==> src/rtl/ps2_host_tx.sv <==
// ps2_host_tx: PS/2 host-to-device byte transmitter (inhibit, request-to-send,
// 8 data bits LSB first, odd parity, stop, device ack) with a transfer timeout.
// Ports:
//   clk_i, rst_ni           system clock, async active-low reset
//   ps2_clk_i, ps2_data_i   raw PS/2 line levels (asynchronous)
//   ps2_clk_oe, ps2_data_oe 1 = pull line low, 0 = release (open-drain)
//   tx_data, tx_write       byte to send, level request held until ack
//   tx_write_ack            one-cycle pulse when tx_data is latched
//   tx_error_no_ack         sticky: last transfer got no ack or timed out
//   busy                    high whenever not idle
// Build option: define PS2_TX_FILTER_EN to add an 8-sample glitch filter on
// the synchronized PS/2 clock before falling-edge detection.
module ps2_host_tx #(
    parameter int INHIBIT_CYCLES = 5000,
    parameter int TIMEOUT_CYCLES = 750000
) (
    input  logic       clk_i,
    input  logic       rst_ni,
    input  logic       ps2_clk_i,
    input  logic       ps2_data_i,
    output logic       ps2_clk_oe,
    output logic       ps2_data_oe,
    input  logic [7:0] tx_data,
    input  logic       tx_write,
    output logic       tx_write_ack,
    output logic       tx_error_no_ack,
    output logic       busy
);

    localparam int IW = $clog2(INHIBIT_CYCLES + 1);
    localparam int TW = $clog2(TIMEOUT_CYCLES + 1);
    localparam logic [IW-1:0] INH_LAST = IW'(INHIBIT_CYCLES - 1);
    localparam logic [TW-1:0] TO_LAST  = TW'(TIMEOUT_CYCLES - 1);

    typedef enum logic [2:0] {
        S_IDLE,
        S_INHIBIT,
        S_RTS,
        S_SEND,
        S_ACK,
        S_WAIT_IDLE
    } state_t;

    // Two-flop synchronizers; idle lines are high so they reset to 1.
    logic [1:0] clk_sync_q;
    logic [1:0] data_sync_q;
    logic       clk_s;
    logic       data_s;

    always_ff @(posedge clk_i or negedge rst_ni) begin
        if (!rst_ni) begin
            clk_sync_q  <= 2'b11;
            data_sync_q <= 2'b11;
        end else begin
            clk_sync_q  <= {clk_sync_q[0], ps2_clk_i};
            data_sync_q <= {data_sync_q[0], ps2_data_i};
        end
    end

    assign clk_s  = clk_sync_q[1];
    assign data_s = data_sync_q[1];

    logic clk_lvl;

`ifdef PS2_TX_FILTER_EN
    // Level follows the synchronizer only after 8 consecutive samples
    // that disagree with it, so short line glitches never reach the FSM.
    logic       clk_flt_q;
    logic [2:0] flt_cnt_q;

    always_ff @(posedge clk_i or negedge rst_ni) begin
        if (!rst_ni) begin
            clk_flt_q <= 1'b1;
            flt_cnt_q <= 3'd0;
        end else if (clk_s != clk_flt_q) begin
            if (flt_cnt_q == 3'd7) begin
                clk_flt_q <= clk_s;
                flt_cnt_q <= 3'd0;
            end else begin
                flt_cnt_q <= flt_cnt_q + 3'd1;
            end
        end else begin
            flt_cnt_q <= 3'd0;
        end
    end

    assign clk_lvl = clk_flt_q;
`else
    assign clk_lvl = clk_s;
`endif

    logic clk_prev_q;
    logic clk_fall;

    always_ff @(posedge clk_i or negedge rst_ni) begin
        if (!rst_ni) begin
            clk_prev_q <= 1'b1;
        end else begin
            clk_prev_q <= clk_lvl;
        end
    end

    assign clk_fall = clk_prev_q & ~clk_lvl;

    state_t        state_q,   state_d;
    logic [IW-1:0] inh_cnt_q, inh_cnt_d;
    logic [TW-1:0] to_cnt_q,  to_cnt_d;
    logic [3:0]    bit_cnt_q, bit_cnt_d;
    logic [8:0]    frame_q,   frame_d;
    logic          ack_q,     ack_d;
    logic          err_q,     err_d;

    always_ff @(posedge clk_i or negedge rst_ni) begin
        if (!rst_ni) begin
            state_q   <= S_IDLE;
            inh_cnt_q <= '0;
            to_cnt_q  <= '0;
            bit_cnt_q <= 4'd0;
            frame_q   <= 9'd0;
            ack_q     <= 1'b0;
            err_q     <= 1'b0;
        end else begin
            state_q   <= state_d;
            inh_cnt_q <= inh_cnt_d;
            to_cnt_q  <= to_cnt_d;
            bit_cnt_q <= bit_cnt_d;
            frame_q   <= frame_d;
            ack_q     <= ack_d;
            err_q     <= err_d;
        end
    end

    // Bit on the wire in SEND: start (0) before the first falling edge,
    // then data LSB first and parity from frame_q, then stop (1).
    logic tx_bit;

    always_comb begin
        tx_bit = 1'b1;
        if (bit_cnt_q == 4'd0) begin
            tx_bit = 1'b0;
        end else if (bit_cnt_q <= 4'd9) begin
            tx_bit = frame_q[bit_cnt_q - 4'd1];
        end
    end

    always_comb begin
        state_d     = state_q;
        inh_cnt_d   = inh_cnt_q;
        to_cnt_d    = to_cnt_q;
        bit_cnt_d   = bit_cnt_q;
        frame_d     = frame_q;
        ack_d       = 1'b0;
        err_d       = err_q;
        ps2_clk_oe  = 1'b0;
        ps2_data_oe = 1'b0;
        unique case (state_q)
            S_IDLE: begin
                if (tx_write) begin
                    frame_d   = {~^tx_data, tx_data};
                    ack_d     = 1'b1;
                    err_d     = 1'b0;
                    inh_cnt_d = '0;
                    state_d   = S_INHIBIT;
                end
            end
            S_INHIBIT: begin
                ps2_clk_oe = 1'b1;
                if (inh_cnt_q == INH_LAST) begin
                    state_d = S_RTS;
                end else begin
                    inh_cnt_d = inh_cnt_q + 1'b1;
                end
            end
            S_RTS: begin
                ps2_data_oe = 1'b1;
                bit_cnt_d   = 4'd0;
                to_cnt_d    = '0;
                state_d     = S_SEND;
            end
            S_SEND: begin
                ps2_data_oe = ~tx_bit;
                to_cnt_d    = to_cnt_q + 1'b1;
                if (to_cnt_q == TO_LAST) begin
                    // Release the data line in the same cycle as the abort.
                    ps2_data_oe = 1'b0;
                    err_d       = 1'b1;
                    state_d     = S_WAIT_IDLE;
                end else if (clk_fall) begin
                    bit_cnt_d = bit_cnt_q + 4'd1;
                    if (bit_cnt_q == 4'd9) begin
                        state_d = S_ACK;
                    end
                end
            end
            S_ACK: begin
                to_cnt_d = to_cnt_q + 1'b1;
                if (to_cnt_q == TO_LAST) begin
                    err_d   = 1'b1;
                    state_d = S_WAIT_IDLE;
                end else if (clk_fall) begin
                    err_d   = data_s;
                    state_d = S_WAIT_IDLE;
                end
            end
            S_WAIT_IDLE: begin
                if (clk_lvl && data_s) begin
                    state_d = S_IDLE;
                end
            end
            default: begin
                state_d = S_IDLE;
            end
        endcase
    end

    assign tx_write_ack    = ack_q;
    assign tx_error_no_ack = err_q;
    assign busy            = (state_q != S_IDLE);

endmodule

==> config.mk <==
export PLATFORM = sky130hd
export DESIGN_NAME = ps2_host_tx
export DESIGN_NICKNAME = d
export VERILOG_FILES = /design/src/rtl/ps2_host_tx.sv
export SDC_FILE = /design/constraint.sdc
export NUM_CORES = 1
export LEC_CHECK = 0
export CAP_MARGIN = 20
export CORE_UTILIZATION = 59
export DETAILED_ROUTE_END_ITERATION = 16
export PLACE_DENSITY = 0.79
export SYNTH_ARGS = -nofsm -noshare
export SYNTH_HDL_FRONTEND = slang
export SYNTH_SLANG_ARGS = --single-unit
==> constraint.sdc <==
create_clock -name clk_i -period 2.2 [get_ports clk_i]
set_clock_uncertainty 0.05 [all_clocks]
set_input_delay 0.33 -clock clk_i [delete_from_list [all_inputs] [get_ports clk_i]]
set_output_delay 0.33 -clock clk_i [all_outputs]
set_load 0.03 [all_outputs]
Yosys cells after proc, flatten, opt, wreduce, memory -nomap -nowiden
Cells that the tools add are included.

word-level totals
  register bits = 56
  latch bits = 0
  memory bits (writable) = 0
  memory bits (read-only) = 0
  input port bits = 13
  output and inout bits = 5
  memories kept = 0

operators by class
  $add $sub $neg = 4
  $mul = 0
  divide/modulo/power cells = 0
  order comparisons = 2
  equality and inequality tests = 18
  shifts and indexed selects = 0
  multiplexer cells = 30
  bitwise operators = 3
  reductions and logical operators = 15

operators with widths
  operator                                                                       count
  20-bit one-hot mux with 2 select lines                                         1
  13-bit two-way mux                                                             2
  13-bit one-hot mux with 2 select lines                                         1
  3-bit two-way mux                                                              8
  20-bit by 1-bit adder with 20-bit output (second input constant)               1
  20-bit == test (second input constant)                                         1
  3-bit one-hot mux with 6 select lines                                          1
  2-bit inequality test (second input constant)                                  7
  13-bit by 1-bit adder with 13-bit output (second input constant)               1
  13-bit == test (second input constant)                                         1
  1-bit two-way mux                                                              11
  3-bit inequality test (second input constant)                                  3
  4-bit two-way mux                                                              2
  4-bit one-hot mux with 2 select lines                                          1
  8-bit XNOR reduction                                                           1
  3-bit by 2-bit == test with 1-bit output (second input constant)               2
  3-bit == test (second input constant)                                          2
  3-bit AND reduction                                                            2
  6-bit AND reduction                                                            1
  2-bit nonzero test                                                             3
  3-bit nonzero test                                                             2
  4-bit by 5-bit less-than comparator with 1-bit output (second input constant)  1
  4-bit by 1-bit adder with 4-bit output (second input constant)                 1
  1-bit binary-select mux with 4-bit select                                      1
  other kinds (14)                                                               15

Depth between registers and ports, before layout
  depth in word-level cells = 8
  depth in mapped cells = 7
  depth with buffers taken out = 6

Worst setup path after synthesis
No wires, ideal clock.

  path type = flip-flop to output port
  start = register bit_cnt_q[0]
  end = output port ps2_data_oe
  data arrival time = 1818 ps
  required time = 1820 ps
  setup slack = 2 ps
  cell stages (with the launch flop) = 7
  buffers on the path = 1
  cell sequence = dfrtp_1 clkbuf_1 inv_1 ha_1 mux4_2 a211oi_1 a31o_2

on the way
  longest elaborated chain between the ends = 8
  elaborated cells on any way between the ends = 10

RTL lines
  what                                         line  source
  from (decl)                                  108   logic [3:0] bit_cnt_q, bit_cnt_d;
  from (signal assigned)                       126   bit_cnt_q <= bit_cnt_d;
  4-bit by 1-bit subtractor with 4-bit output  142   tx_bit = frame_q[bit_cnt_q - 4'd1];
  1-bit binary-select mux with 4-bit select    142
  1-bit two-way mux (implied by the code)      142
  1-bit two-way mux                            141   end else if (bit_cnt_q <= 4'd9) begin
  1-bit two-way mux *                          139   if (bit_cnt_q == 4'd0) begin
  1-bit inverter *                             181   ps2_data_oe = ~tx_bit;
  1-bit two-way mux *                          183   if (to_cnt_q == TO_LAST) begin
  1-bit one-hot mux with 2 select lines *      156   unique case (state_q)
  to (decl)                                    22    output logic ps2_data_oe,

Every way passes the cells marked *; elsewhere a longest branch is shown, timed or not. The select of a mux whose other input is x is not followed.

Worst setup path in the final report
Same ends and word-level chain as after synthesis.

==> key figures <==
Floorplanning
  – # rows: 25
  – Core area: 0.004848 mm^2
  – Die area: 0.005455 mm^2
  – Die Wd: 73.86 um
  – DIE HEIGHT: 73.86 um
  – IO Pins: 18
  – Initial Utilization: 62.84%

Timing
  – Final hold viol count: 0
  – Tcrit/Tclk final: 103.0%
  – Slew Limit Fails: 0
  – Least-Margin Pin Slew: 0.5356 ns
  – Setup WS post-layout: -0.06571 ns
  – Final Critical Period: 2.266 ns
  – Final-report setup violation count: 1
  – Peak Freq: 0.4414 GHz
  – RSZ-0062 raised after global routing: yes
  – Slew headroom: 64.29%
  – TNS Setup: -0.06571 ns

Detailed routing
  – Via density: 5.951
  – 1st-pass router iterations: 4
  – Final ANT Viol Nets: 0
  – Remaining DRCs: 0
  – Routed met2 length: 2.978 mm
  – WL/cell: 15.24 um
  – Met3 WL: 192 um
  – Met1 wire length: 2.929 mm
  – DR top layer: met4
  – Vias post-DR: 2422
  – Total Routed Length: 6.201 mm
  – DR iter-0 viols: 128

Clock network
  – Sink Count: 56
  – CTS tree: done
  – TritonCTS buffer count: 5
  – Clk Latency, worst-skew pair: 0.31 ns
  – H-tree Lvls: 2
  – CTS root buffer: clkbuf_8
  – Clock Tree Buf Depth: 2
  – Worst-path clk slew: 0.09 ns

Critical path
  – Crit path DAT: 1.89 ns
  – Worst path depth: 6
  – Startpoint type of the worst setup path: flip-flop
  – Worst reg-to-reg path cell count: 5
  – Worst setup endpoint: ps2_data_oe
  – Crit Path Class: flip-flop to output port
  – CP peak stage delay: 0.39 ns
  – Setup slack, reg-to-reg: 0.09 ns
  – Buf/Inv on CP: 2
  – Worst Setup End Kind: output port
  – R2R Path End: state_q[0]$_DFFE_PN0P_
  – Crit-path cells: inv_2 > ha_4 > mux4_2 > a211oi_2 > a31o_2 > buf_6
  – Worst-path maximum fanout: 3
  – Crit path launch: bit_cnt_q[0]$_DFFE_PN0P_
  – RR Startpoint: inh_cnt_q[5]$_DFFE_PN0P_
  – CP delay by family, top: compound AO/OA/AOI/OAI gates
  – Critical path's slowest cell: dfrtp_1
  – Worst EP required: 1.82 ns

Logic synthesis
  – Mean post-synth cell area: 9.892 um^2
  – Yosys top cell by area: dfrtp_1
  – Post-synth EDFFs: 0
  – Post-synth top area share: 41.89%
  – Sequential fraction of the synthesis area: 46.20%
  – Synth unique cells: 56
  – Synth Warn #: 0
  – Mapped Area: 0.003047 mm^2
  – Dominant cells by area after synthesis: dfrtp_1 (42%), dfstp_2 (4.3%), nand2_1 (4.3%)
  – Main synth FF type: dfrtp_1
  – Syn_nets: 326
  – Cells after Synth: 308
  – Post-synthesis register bit count: 56
  – Post-synthesis async set-or-reset flop share: 100.0%

Run status
  – Status: complete, but fails checks
  – Failing checks: negative setup slack

Power
  – Peak VDD IR: 0.7524 mV
  – Pleak: 0.001491 uW
  – Pwr/cell area: 1001 mW/mm^2

Global route
  – Largest net degree at the start of global routing: 24
  – Total GRT Usage: 25.71%
  – Initial antenna violation count: 0
  – Gr ovfl total: 0
  – Vias in the first global route: 2353
  – First-pass GRT wire length: 10.67 mm

Finish
  – Most common cell after layout, fill and taps aside: dfrtp_1
  – Nets: 357
  – Most frequent cells in the layout: dfrtp_1 (51), nand2_1 (34), nor2_1 (25), buf_4 (19), nand3_1 (18)
  – Synth-to-layout area growth: 16.55%
  – Diodes inserted: 0
  – Share of cells above drive strength 1: 18.82%
  – Final Cell Area: 0.003551 mm^2

Hold path
  – Hold path startpoint: data_sync_q[0]$_DFF_PN1_
  – Hold Path Class: flip-flop to flip-flop

Place
  – RePlAce Congestion: 0.8556
  – # port buffers: 17
  – Placed inst area: 0.003369 mm^2
  – Post-DP HPWL: 4.279 mm

Flow run
  – Number of max-cap violations: 0
where the power goes:
part	switching, uW	internal, uW	total, uW
logic	851	736	1590
registers	169	1230	1400
clock network	311	258	569
sequential cells by signal, indices dropped and copies added (netlist names):
| signal | flops |
|---|---|
| data_sync_q | 2 |
| state_q | 3 |
| tx_error_no_ack | 1 |
| inh_cnt_q | 13 |
| clk_prev_q | 1 |
| to_cnt_q | 20 |
| tx_write_ack | 1 |
| clk_sync_q | 2 |
| bit_cnt_q | 4 |
| frame_q | 9 |
synthesized netlist by cell type, types with 2 or more instances:
| library cell | count |
|---|---|
| a21oi_1 | 5 |
| o31ai_1 | 8 |
| and3_1 | 11 |
| inv_1 | 6 |
| nand4_1 | 6 |
| nor3_1 | 8 |
| nor4bb_1 | 2 |
| nor2b_1 | 4 |
| a31oi_1 | 2 |
| o2bb2ai_1 | 3 |
| mux4_2 | 2 |
| o221ai_1 | 2 |
| a22oi_1 | 2 |
| o211ai_1 | 6 |
| xor2_1 | 3 |
| and3b_1 | 2 |
| clkbuf_1 | 8 |
| and2_1 | 5 |
| nand2b_1 | 2 |
| ha_1 | 5 |
| o21ai_0 | 17 |
| buf_2 | 4 |
| nand3_1 | 19 |
| xnor2_1 | 15 |
| dfstp_2 | 5 |
| dfrtp_1 | 51 |
| nor4_1 | 2 |
| mux2i_1 | 8 |
| nor2_1 | 26 |
| nand2_1 | 35 |
| mux2_2 | 9 |
cell families after synthesis:
logic type / synth area share [%]
flops: 46.20
mux: 7.433
xor+xnor: 5.175
fa+ha+maj: 2.053
buf+inv: 2.505
compound gates: 12.49
simple gates: 24.15
routing by layer:
| layer | vias up | global-route usage, % |
|---|---|---|
| li1 | 1179 | - |
| met1 | 1188 | 35.30 |
| met2 | 43 | 41.18 |
| met3 | 12 | 4.938 |
| met4 | 0 | 8.120 |
| met5 | - | 0 |
layout make-up:
type | instances | area [um^2]
fillers | 364 | 1297
clock buffers | 8 | 90.09
inverters | 6 | 22.52
well taps | 67 | 83.83
multi-input cells | 233 | 1618
repair buffers | 37 | 329.1
flip-flops and latches | 56 | 1408
per-stage QoR:
stage,setup slack (ns),utilization (%),std cells,hold slack [ns],total power [uW]
6_report,-0.06571,73.24,407,0.3112,3553
5_1_grt,-0.1290,73.24,407,0.3178,3790
4_1_cts,-0.09546,72.57,407,0.3125,3533
3_5_place_dp,0.09582,69.50,395,0.2227,2872
3_3_place_gp,0.1539,69.50,395,0.2204,2820
2_1_floorplan,0.001564,-,308,-0.01559,2428
worst min path at each step:
stage / end / slack, ns / cells after the start
floorplan: bit_cnt_q[0]$_DFFE_PN0P_ / -0.02 / 0
global placement: to_cnt_q[17]$_DFFE_PN0P_ / 0.22 / 1
detailed placement: to_cnt_q[17]$_DFFE_PN0P_ / 0.22 / 1
CTS: clk_sync_q[1]$_DFF_PN1_ / 0.31 / 0
global route: data_sync_q[1]$_DFF_PN1_ / 0.32 / 0
finish: data_sync_q[1]$_DFF_PN1_ / 0.31 / 0
repair_timing:
action | CTS | global route
setup endpoints to repair | 1 | 1
resized for setup | 8 | 6
hold endpoints to repair | 15 | 0
gates cloned | 0 | 0
setup buffers | 3 | 0
pin swaps | 3 | 7
hold buffers | 1 | 0
Power figures use the tool's default switching activity.
